===== src/rtl/cal_flags_seq_pkg.sv =====
// Shared types for the NZCV flag sequencer: opcodes, FSM encoding, flag-vector layout.
package cal_flags_seq_pkg;

  localparam logic [2:0] OP_ADD = 3'b110;
  localparam logic [2:0] OP_SUB = 3'b111;

  typedef enum logic [1:0] {
    StIdle    = 2'd0,
    StUpdate  = 2'd1,
    StRestore = 2'd2
  } state_e;

  typedef struct packed {
    logic n;
    logic z;
    logic c;
    logic v;
  } nzcv_t;

  localparam nzcv_t FLAGS_RST = '{n: 1'b0, z: 1'b1, c: 1'b0, v: 1'b0};

endpackage


===== src/rtl/cal_flags_seq_if.sv =====
// Bus between the ALU-side producer (master) and the flag sequencer (slave).
interface cal_flags_seq_if #(
  parameter int unsigned WIDTH = 32,
  parameter int unsigned DEPTH = 4,
  parameter int unsigned CNT_W = 8
);
  logic                       in_valid;
  logic [2:0]                 op;
  logic [WIDTH-1:0]           result;
  logic                       co_add;
  logic                       cm_add;
  logic                       co_sub;
  logic                       cm_sub;
  logic                       push;
  logic                       pop;
  logic                       clr_sticky;
  logic                       c;
  logic                       n;
  logic                       z;
  logic                       v;
  logic                       v_sticky;
  logic [CNT_W-1:0]           ovf_cnt;
  logic                       out_valid;
  logic [$clog2(DEPTH+1)-1:0] stk_depth;
  logic                       stk_full;
  logic                       stk_empty;
  logic                       stk_err;

  modport master (
    output in_valid, op, result, co_add, cm_add, co_sub, cm_sub, push, pop, clr_sticky,
    input  c, n, z, v, v_sticky, ovf_cnt, out_valid, stk_depth, stk_full, stk_empty, stk_err
  );

  modport slave (
    input  in_valid, op, result, co_add, cm_add, co_sub, cm_sub, push, pop, clr_sticky,
    output c, n, z, v, v_sticky, ovf_cnt, out_valid, stk_depth, stk_full, stk_empty, stk_err
  );
endinterface


===== src/rtl/flag_stack.sv =====
// LIFO of NZCV vectors with combinational top read, push/pop swap and sticky error.
module flag_stack
  import cal_flags_seq_pkg::*;
#(
  parameter int unsigned DEPTH = 4
) (
  input  logic                       clk,
  input  logic                       rst,
  input  logic                       i_push,
  input  logic                       i_pop,
  input  nzcv_t                      i_wdata,
  output nzcv_t                      o_rdata,
  output logic                       o_pop_ok,
  output logic [$clog2(DEPTH+1)-1:0] o_depth,
  output logic                       o_full,
  output logic                       o_empty,
  output logic                       o_err
);
  localparam int unsigned DW = $clog2(DEPTH + 1);
  localparam int unsigned AW = (DEPTH > 1) ? $clog2(DEPTH) : 1;

  nzcv_t           r_mem [DEPTH];
  logic [DW-1:0]   r_depth;
  logic            r_err;
  logic [AW-1:0]   w_top_idx;
  logic [AW-1:0]   w_wr_idx;
  logic            w_empty;
  logic            w_full;

  assign w_empty   = (r_depth == '0);
  assign w_full    = (r_depth == DW'(DEPTH));
  assign w_top_idx = AW'(r_depth - DW'(1));
  assign w_wr_idx  = AW'(r_depth);

  assign o_rdata  = r_mem[w_top_idx];
  assign o_pop_ok = i_pop & ~w_empty;
  assign o_depth  = r_depth;
  assign o_full   = w_full;
  assign o_empty  = w_empty;
  assign o_err    = r_err;

  // Contents are don't-care after reset, so the array carries no reset.
  always_ff @(posedge clk) begin
    if (i_pop && !w_empty && i_push) begin
      r_mem[w_top_idx] <= i_wdata;
    end else if (i_push && !i_pop && !w_full) begin
      r_mem[w_wr_idx] <= i_wdata;
    end
  end

  always_ff @(posedge clk or posedge rst) begin
    if (rst) begin
      r_depth <= '0;
      r_err   <= 1'b0;
    end else if (i_pop) begin
      // Push+pop on an empty stack is an underflow, not a push.
      if (w_empty) begin
        r_err <= 1'b1;
      end else if (!i_push) begin
        r_depth <= r_depth - DW'(1);
      end
    end else if (i_push) begin
      if (w_full) begin
        r_err <= 1'b1;
      end else begin
        r_depth <= r_depth + DW'(1);
      end
    end
  end

endmodule


===== src/rtl/cal_flags_seq.sv =====
// NZCV flag register with overflow tracking and a save/restore flag stack.
module cal_flags_seq
  import cal_flags_seq_pkg::*;
#(
  parameter int unsigned WIDTH       = 32,
  parameter int unsigned DEPTH       = 4,
  parameter int unsigned CNT_W       = 8,
  parameter bit          PRESERVE_CV = 1'b1
) (
  input logic           clk,
  input logic           reset,
  cal_flags_seq_if.slave bus
);
  nzcv_t            r_flags;
  nzcv_t            w_eval;
  nzcv_t            w_top;
  state_e           r_state;
  logic             r_v_sticky;
  logic [CNT_W-1:0] r_ovf_cnt;
  logic             w_pop_ok;
  logic             w_update;

  flag_stack #(
    .DEPTH(DEPTH)
  ) u_flag_stack (
    .clk      (clk),
    .rst      (reset),
    .i_push   (bus.push),
    .i_pop    (bus.pop),
    .i_wdata  (r_flags),
    .o_rdata  (w_top),
    .o_pop_ok (w_pop_ok),
    .o_depth  (bus.stk_depth),
    .o_full   (bus.stk_full),
    .o_empty  (bus.stk_empty),
    .o_err    (bus.stk_err)
  );

  always_comb begin
    w_eval.n = bus.result[WIDTH-1];
    w_eval.z = ~|bus.result;
    w_eval.c = PRESERVE_CV ? r_flags.c : 1'b0;
    w_eval.v = PRESERVE_CV ? r_flags.v : 1'b0;
    if (bus.op == OP_ADD) begin
      w_eval.c = bus.co_add;
      w_eval.v = bus.co_add ^ bus.cm_add;
    end else if (bus.op == OP_SUB) begin
      w_eval.c = bus.co_sub;
      w_eval.v = bus.co_sub ^ bus.cm_sub;
    end
  end

  // A pop wins over a same-cycle update.
  assign w_update = bus.in_valid & ~bus.pop;

  always_ff @(posedge clk or posedge reset) begin
    if (reset) begin
      r_flags    <= FLAGS_RST;
      r_state    <= StIdle;
      r_v_sticky <= 1'b0;
      r_ovf_cnt  <= '0;
    end else begin
      if (bus.pop) begin
        r_state <= StRestore;
        if (w_pop_ok) begin
          r_flags <= w_top;
        end
      end else if (bus.in_valid) begin
        r_state <= StUpdate;
        r_flags <= w_eval;
      end else begin
        r_state <= StIdle;
      end

      if (w_update && w_eval.v) begin
        r_v_sticky <= 1'b1;
        if (bus.clr_sticky) begin
          r_ovf_cnt <= CNT_W'(1);
        end else if (!(&r_ovf_cnt)) begin
          r_ovf_cnt <= r_ovf_cnt + CNT_W'(1);
        end
      end else if (bus.clr_sticky) begin
        r_v_sticky <= 1'b0;
        r_ovf_cnt  <= '0;
      end
    end
  end

  assign bus.n         = r_flags.n;
  assign bus.z         = r_flags.z;
  assign bus.c         = r_flags.c;
  assign bus.v         = r_flags.v;
  assign bus.v_sticky  = r_v_sticky;
  assign bus.ovf_cnt   = r_ovf_cnt;
  assign bus.out_valid = (r_state == StUpdate);

endmodule


===== src/flat_wrapper.sv =====
// flat-port wrapper written by rule: the top's interface ports become plain ports
module cal_flags_seq_flat import cal_flags_seq_pkg::*;
#(
  parameter int unsigned WIDTH       = 32,
  parameter int unsigned DEPTH       = 4,
  parameter int unsigned CNT_W       = 8,
  parameter bit          PRESERVE_CV = 1'b1
)
  (clk, reset, bus_in_valid, bus_op, bus_result, bus_co_add, bus_cm_add, bus_co_sub, bus_cm_sub, bus_push, bus_pop, bus_clr_sticky, bus_c, bus_n, bus_z, bus_v, bus_v_sticky, bus_ovf_cnt, bus_out_valid, bus_stk_depth, bus_stk_full, bus_stk_empty, bus_stk_err);
  cal_flags_seq_if #(.WIDTH(WIDTH), .DEPTH(DEPTH), .CNT_W(CNT_W)) bus_i ();
  input logic clk;
  input logic reset;
  input wire logic [$bits(bus_i.in_valid)-1:0] bus_in_valid;
  input wire logic [$bits(bus_i.op)-1:0] bus_op;
  input wire logic [$bits(bus_i.result)-1:0] bus_result;
  input wire logic [$bits(bus_i.co_add)-1:0] bus_co_add;
  input wire logic [$bits(bus_i.cm_add)-1:0] bus_cm_add;
  input wire logic [$bits(bus_i.co_sub)-1:0] bus_co_sub;
  input wire logic [$bits(bus_i.cm_sub)-1:0] bus_cm_sub;
  input wire logic [$bits(bus_i.push)-1:0] bus_push;
  input wire logic [$bits(bus_i.pop)-1:0] bus_pop;
  input wire logic [$bits(bus_i.clr_sticky)-1:0] bus_clr_sticky;
  output wire logic [$bits(bus_i.c)-1:0] bus_c;
  output wire logic [$bits(bus_i.n)-1:0] bus_n;
  output wire logic [$bits(bus_i.z)-1:0] bus_z;
  output wire logic [$bits(bus_i.v)-1:0] bus_v;
  output wire logic [$bits(bus_i.v_sticky)-1:0] bus_v_sticky;
  output wire logic [$bits(bus_i.ovf_cnt)-1:0] bus_ovf_cnt;
  output wire logic [$bits(bus_i.out_valid)-1:0] bus_out_valid;
  output wire logic [$bits(bus_i.stk_depth)-1:0] bus_stk_depth;
  output wire logic [$bits(bus_i.stk_full)-1:0] bus_stk_full;
  output wire logic [$bits(bus_i.stk_empty)-1:0] bus_stk_empty;
  output wire logic [$bits(bus_i.stk_err)-1:0] bus_stk_err;
  assign bus_i.in_valid = bus_in_valid;
  assign bus_i.op = bus_op;
  assign bus_i.result = bus_result;
  assign bus_i.co_add = bus_co_add;
  assign bus_i.cm_add = bus_cm_add;
  assign bus_i.co_sub = bus_co_sub;
  assign bus_i.cm_sub = bus_cm_sub;
  assign bus_i.push = bus_push;
  assign bus_i.pop = bus_pop;
  assign bus_i.clr_sticky = bus_clr_sticky;
  assign bus_c = bus_i.c;
  assign bus_n = bus_i.n;
  assign bus_z = bus_i.z;
  assign bus_v = bus_i.v;
  assign bus_v_sticky = bus_i.v_sticky;
  assign bus_ovf_cnt = bus_i.ovf_cnt;
  assign bus_out_valid = bus_i.out_valid;
  assign bus_stk_depth = bus_i.stk_depth;
  assign bus_stk_full = bus_i.stk_full;
  assign bus_stk_empty = bus_i.stk_empty;
  assign bus_stk_err = bus_i.stk_err;
  cal_flags_seq #(.WIDTH(WIDTH), .DEPTH(DEPTH), .CNT_W(CNT_W), .PRESERVE_CV(PRESERVE_CV)) u_core (.clk(clk), .reset(reset), .bus(bus_i));
endmodule

===== config.mk =====
export PLATFORM = sky130hd
export DESIGN_NAME = cal_flags_seq_flat
export DESIGN_NICKNAME = d
export VERILOG_FILES = /design/src/rtl/cal_flags_seq_pkg.sv /design/src/rtl/cal_flags_seq_if.sv /design/src/rtl/flag_stack.sv /design/src/rtl/cal_flags_seq.sv /design/src/flat_wrapper.sv
export SDC_FILE = /design/constraint.sdc
export NUM_CORES = 1
export LEC_CHECK = 0
export CAP_MARGIN = 20
export CORE_ASPECT_RATIO = 0.75
export CORE_MARGIN = 2
export CORE_UTILIZATION = 40
export DETAILED_ROUTE_END_ITERATION = 10
export PLACE_DENSITY = 0.84
export SETUP_SLACK_MARGIN = 0.15
export SLEW_MARGIN = 20
export SYNTH_ARGS = -nofsm -noshare
export SYNTH_HDL_FRONTEND = slang
export SYNTH_SLANG_ARGS = --single-unit
export TNS_END_PERCENT = 20

===== constraint.sdc =====
create_clock -name clk -period 2.12 [get_ports clk]
set_input_delay 0.636 -clock clk [delete_from_list [all_inputs] [get_ports clk]]
set_output_delay 0.636 -clock clk [all_outputs]
set_load 0.01 [all_outputs]

==> reports/metrics.yaml <==
yosys-mux-area-fraction: 0.0939
clkTransAtPathRegs_ps: 90
final_cell_area_um2: 2960
htreeDepth: 2
synth_top_family_by_area: "simple AND/OR/NAND/NOR gates"
cp-start-kind: "register"
powerDensity_nw_per_um2: 978
rsz0062_at_grt: "true"
ant_nets: 0
final_common_cell: "clkdlybuf4s50_1"
clock-sinks: 35
power.leakage_nw: 1.23
antenna_found_initial: 0
firstDrtPassIters: 4
grt_use_total: 0.183
numCtsBuffers: 5
postSynthCellCount: 169
period_needed_ps: 2030
drc: 0
period_share: 0.957
coreArea_um2: 4470
switchingPower_mw: 0.932
required_ps: 1480
clock_skew_ps: 16.7
via_count: 1669
dp_hpwl_mm: 3.57
mostFrequentLayoutCells: "clkdlybuf4s50_1 (51), buf_4 (23), dfrtp_1 (17)"
wl_mm: 4.79
grt_max_degree: 14
ios: 65
power.internal_mw: 1.96
root_buffer: "clkbuf_8"
clk_latency_ps: 300
ys_seq_area_frac: 0.517
synth.avg_cell_area_um2: 11.0
status: "completed"
ys_async_sr_fraction: 0.543
synthDistinctLibCells: 40
cp-end-kind: "output pin"
die_w_um: 82.6
combPwrFrac: 0.430
path_class: "reg2out"
final_util: 0.662
finalSetupViolations: 0
die_h_um: 62.9
place_congestion: 0.840
multiInputGateArea_um2: 925
finalPower_mw: 2.89
drt-vias-per-instance: 5.28
synth_edf_count: 16
drv_cap: 0
ys_seq_elements: 35
antenna_cells: 0
grt_pass1_vias: 1603
synthFlopType: "dfrtp_1"
synth_compound_area_frac: 0.111
max_freq_mhz: 493
synth_xor_xnor_area_share: 0.0284
regArea_um2: 958
cp_max_fo: 6
overflow: 0
portBuffers: 64
crit_slowest_cell: "dfrtp_1"
synth_nets: 218
hold_viol: 0
synthAdderAreaFrac: 0.0270
crit_arrival_ps: 1390
synth_warnings: 0
initial_utilization: 0.415
grt_pass1_wl_mm: 7.24
synthToLayoutAreaGrowth_pct: 59.5
drt-initial-drc-count: 66
dieArea_um2: 5200
post_drt_wl_per_cell_um: 15.2
crit_chain: "inv_2 -> ha_4 -> and2_1 -> dlygate4sd2_1"
rows: 21
cts_tree: "built"
hold_path_class: "reg2reg"
pwr-share-seq: 0.357
drive_above_1_share: 0.228
worst_pin_slew_ps: 442
slew_viol_final: 0
syn_area_um2: 1850
ir_drop_v: 0.000459
clkPwrFrac: 0.212
synth-simple-area-share: 0.188
critPathMaxStageDelay_ps: 420
slew-limit-headroom: 0.704
switching_share: 0.322
fill_cells: 340
dpl_cell_area_um2: 2700
nNetsFinal: 307
clk_path_buf_depth: 2
==> power groups by stage <==
stage / registers (mW) / logic [mW] / clock network (mW)
floorplan: 1.06 / 0.617 / 0
global placement: 1.03 / 1.14 / 0
detailed placement: 1.04 / 1.17 / 0
CTS: 1.04 / 1.22 / 0.619
global route: 1.06 / 1.36 / 0.657
finish: 1.03 / 1.24 / 0.614
==> sequential cells by signal, summed over array words and instances (netlist names) <==
signal and cells:
u_core.u_flag_stack.r_mem 16, u_core.bus.ovf_cnt 8, u_core.u_flag_stack.o_depth 3, u_core.r_state 2
u_core.bus.c 1, u_core.bus.n 1, u_core.bus.v 1, u_core.bus.v_sticky 1
u_core.bus.z 1, u_core.u_flag_stack.o_err 1
==> worst max-delay path, delay by kind of cell, from the launching register on <==
kind                       cells  cell delay (ps)
adders and majority gates      1              160
and+or+nand+nor                1              140
DFF                            1              420
buffers and inverters          2              370
==> layer usage <==
layer  vias to the layer above  track usage  part of all wire
li1                        813            -                 -
met1                       793        0.230              0.41
met2                        61        0.310              0.48
met3                         2       0.0592              0.10
met4                         0       0.0328            0.0050
met5                         -            0                 0
==> layout make-up <==
type                       count  area share
tap                           57      0.0241
clock inverter                 3      0.0148
multi-input combinational    117       0.313
clock buffer                   5      0.0233
timing repair buffer          88       0.287
inverter                      11      0.0140
sequential                    35       0.324
==> synth_stat cells (3+ instances only) <==
library cell  instances  share of area
nor2b_1               5          0.017
nand2b_1              4          0.014
inv_1                11          0.022
ha_1                  4          0.027
nor3_1                6          0.016
mux2_2                3          0.018
xnor2_1               5          0.024
edfxtp_1             16           0.26
nand3_1               4          0.011
nor2_1               11          0.022
mux2i_1               5          0.027
mux4_2                4          0.049
dfrtp_1              18           0.24
o21ai_0               8          0.022
nor4_1               10          0.034
nand2_1              12          0.024
o311ai_0              3          0.014
clkbuf_1              4         0.0081
or3_1                 3          0.010
a21oi_1               7          0.019
==> timing repair <==
item                       4_1_cts  5_1_grt
pin swaps                        2        5
hold buffers                     0        0
setup endpoints to repair       29       40
resized for setup                9       24
setup buffers                    2        3
==> path summary, 6_finish.rpt <==
path / start / to / slack, ps / depth (start not counted)
worst min-delay path: u_core.u_flag_stack.o_err / u_core.u_flag_stack.o_err / 480 / 1
worst min register to register: u_core.u_flag_stack.o_err / u_core.u_flag_stack.o_err / 480 / 1
worst max-delay path: u_core.u_flag_stack.o_depth[0] / bus_stk_full / 90 / 4
min in group asynchronous: reset / u_core.bus.v / 630 / 2
max in group asynchronous: reset / u_core.bus.ovf_cnt[0] / 970 / 3
worst max register to register: u_core.u_flag_stack.o_depth[0] / u_core.u_flag_stack.r_mem[0][1] / 170 / 7
==> cells by family (layout without fill, tap and decap cells) <==
logic type / after synthesis / in the layout
and+or+nand+nor: 65 / 65
DFF: 35 / 35
AOI/OAI and AO/OA: 30 / 30
buffers and inverters: 17 / 107
muxes: 12 / 12
xor gates and xnor gates: 6 / 6
adders and majority gates: 4 / 4
==> stage by stage <==
stage / worst slack (ps) / std cells / setup TNS, ps / hold slack, ps
2_1_floorplan: 122 / 169 / 0 / 503
3_3_place_gp: -283 / 303 / -5850 / 461
3_5_place_dp: -324 / 303 / -7110 / 462
4_1_cts: 39.0 / 313 / 0 / 483
5_1_grt: 37.3 / 316 / 0 / 521
6_report: 90.6 / 316 / 0 / 478
Note: power is estimated with default switching activity, not from simulation.
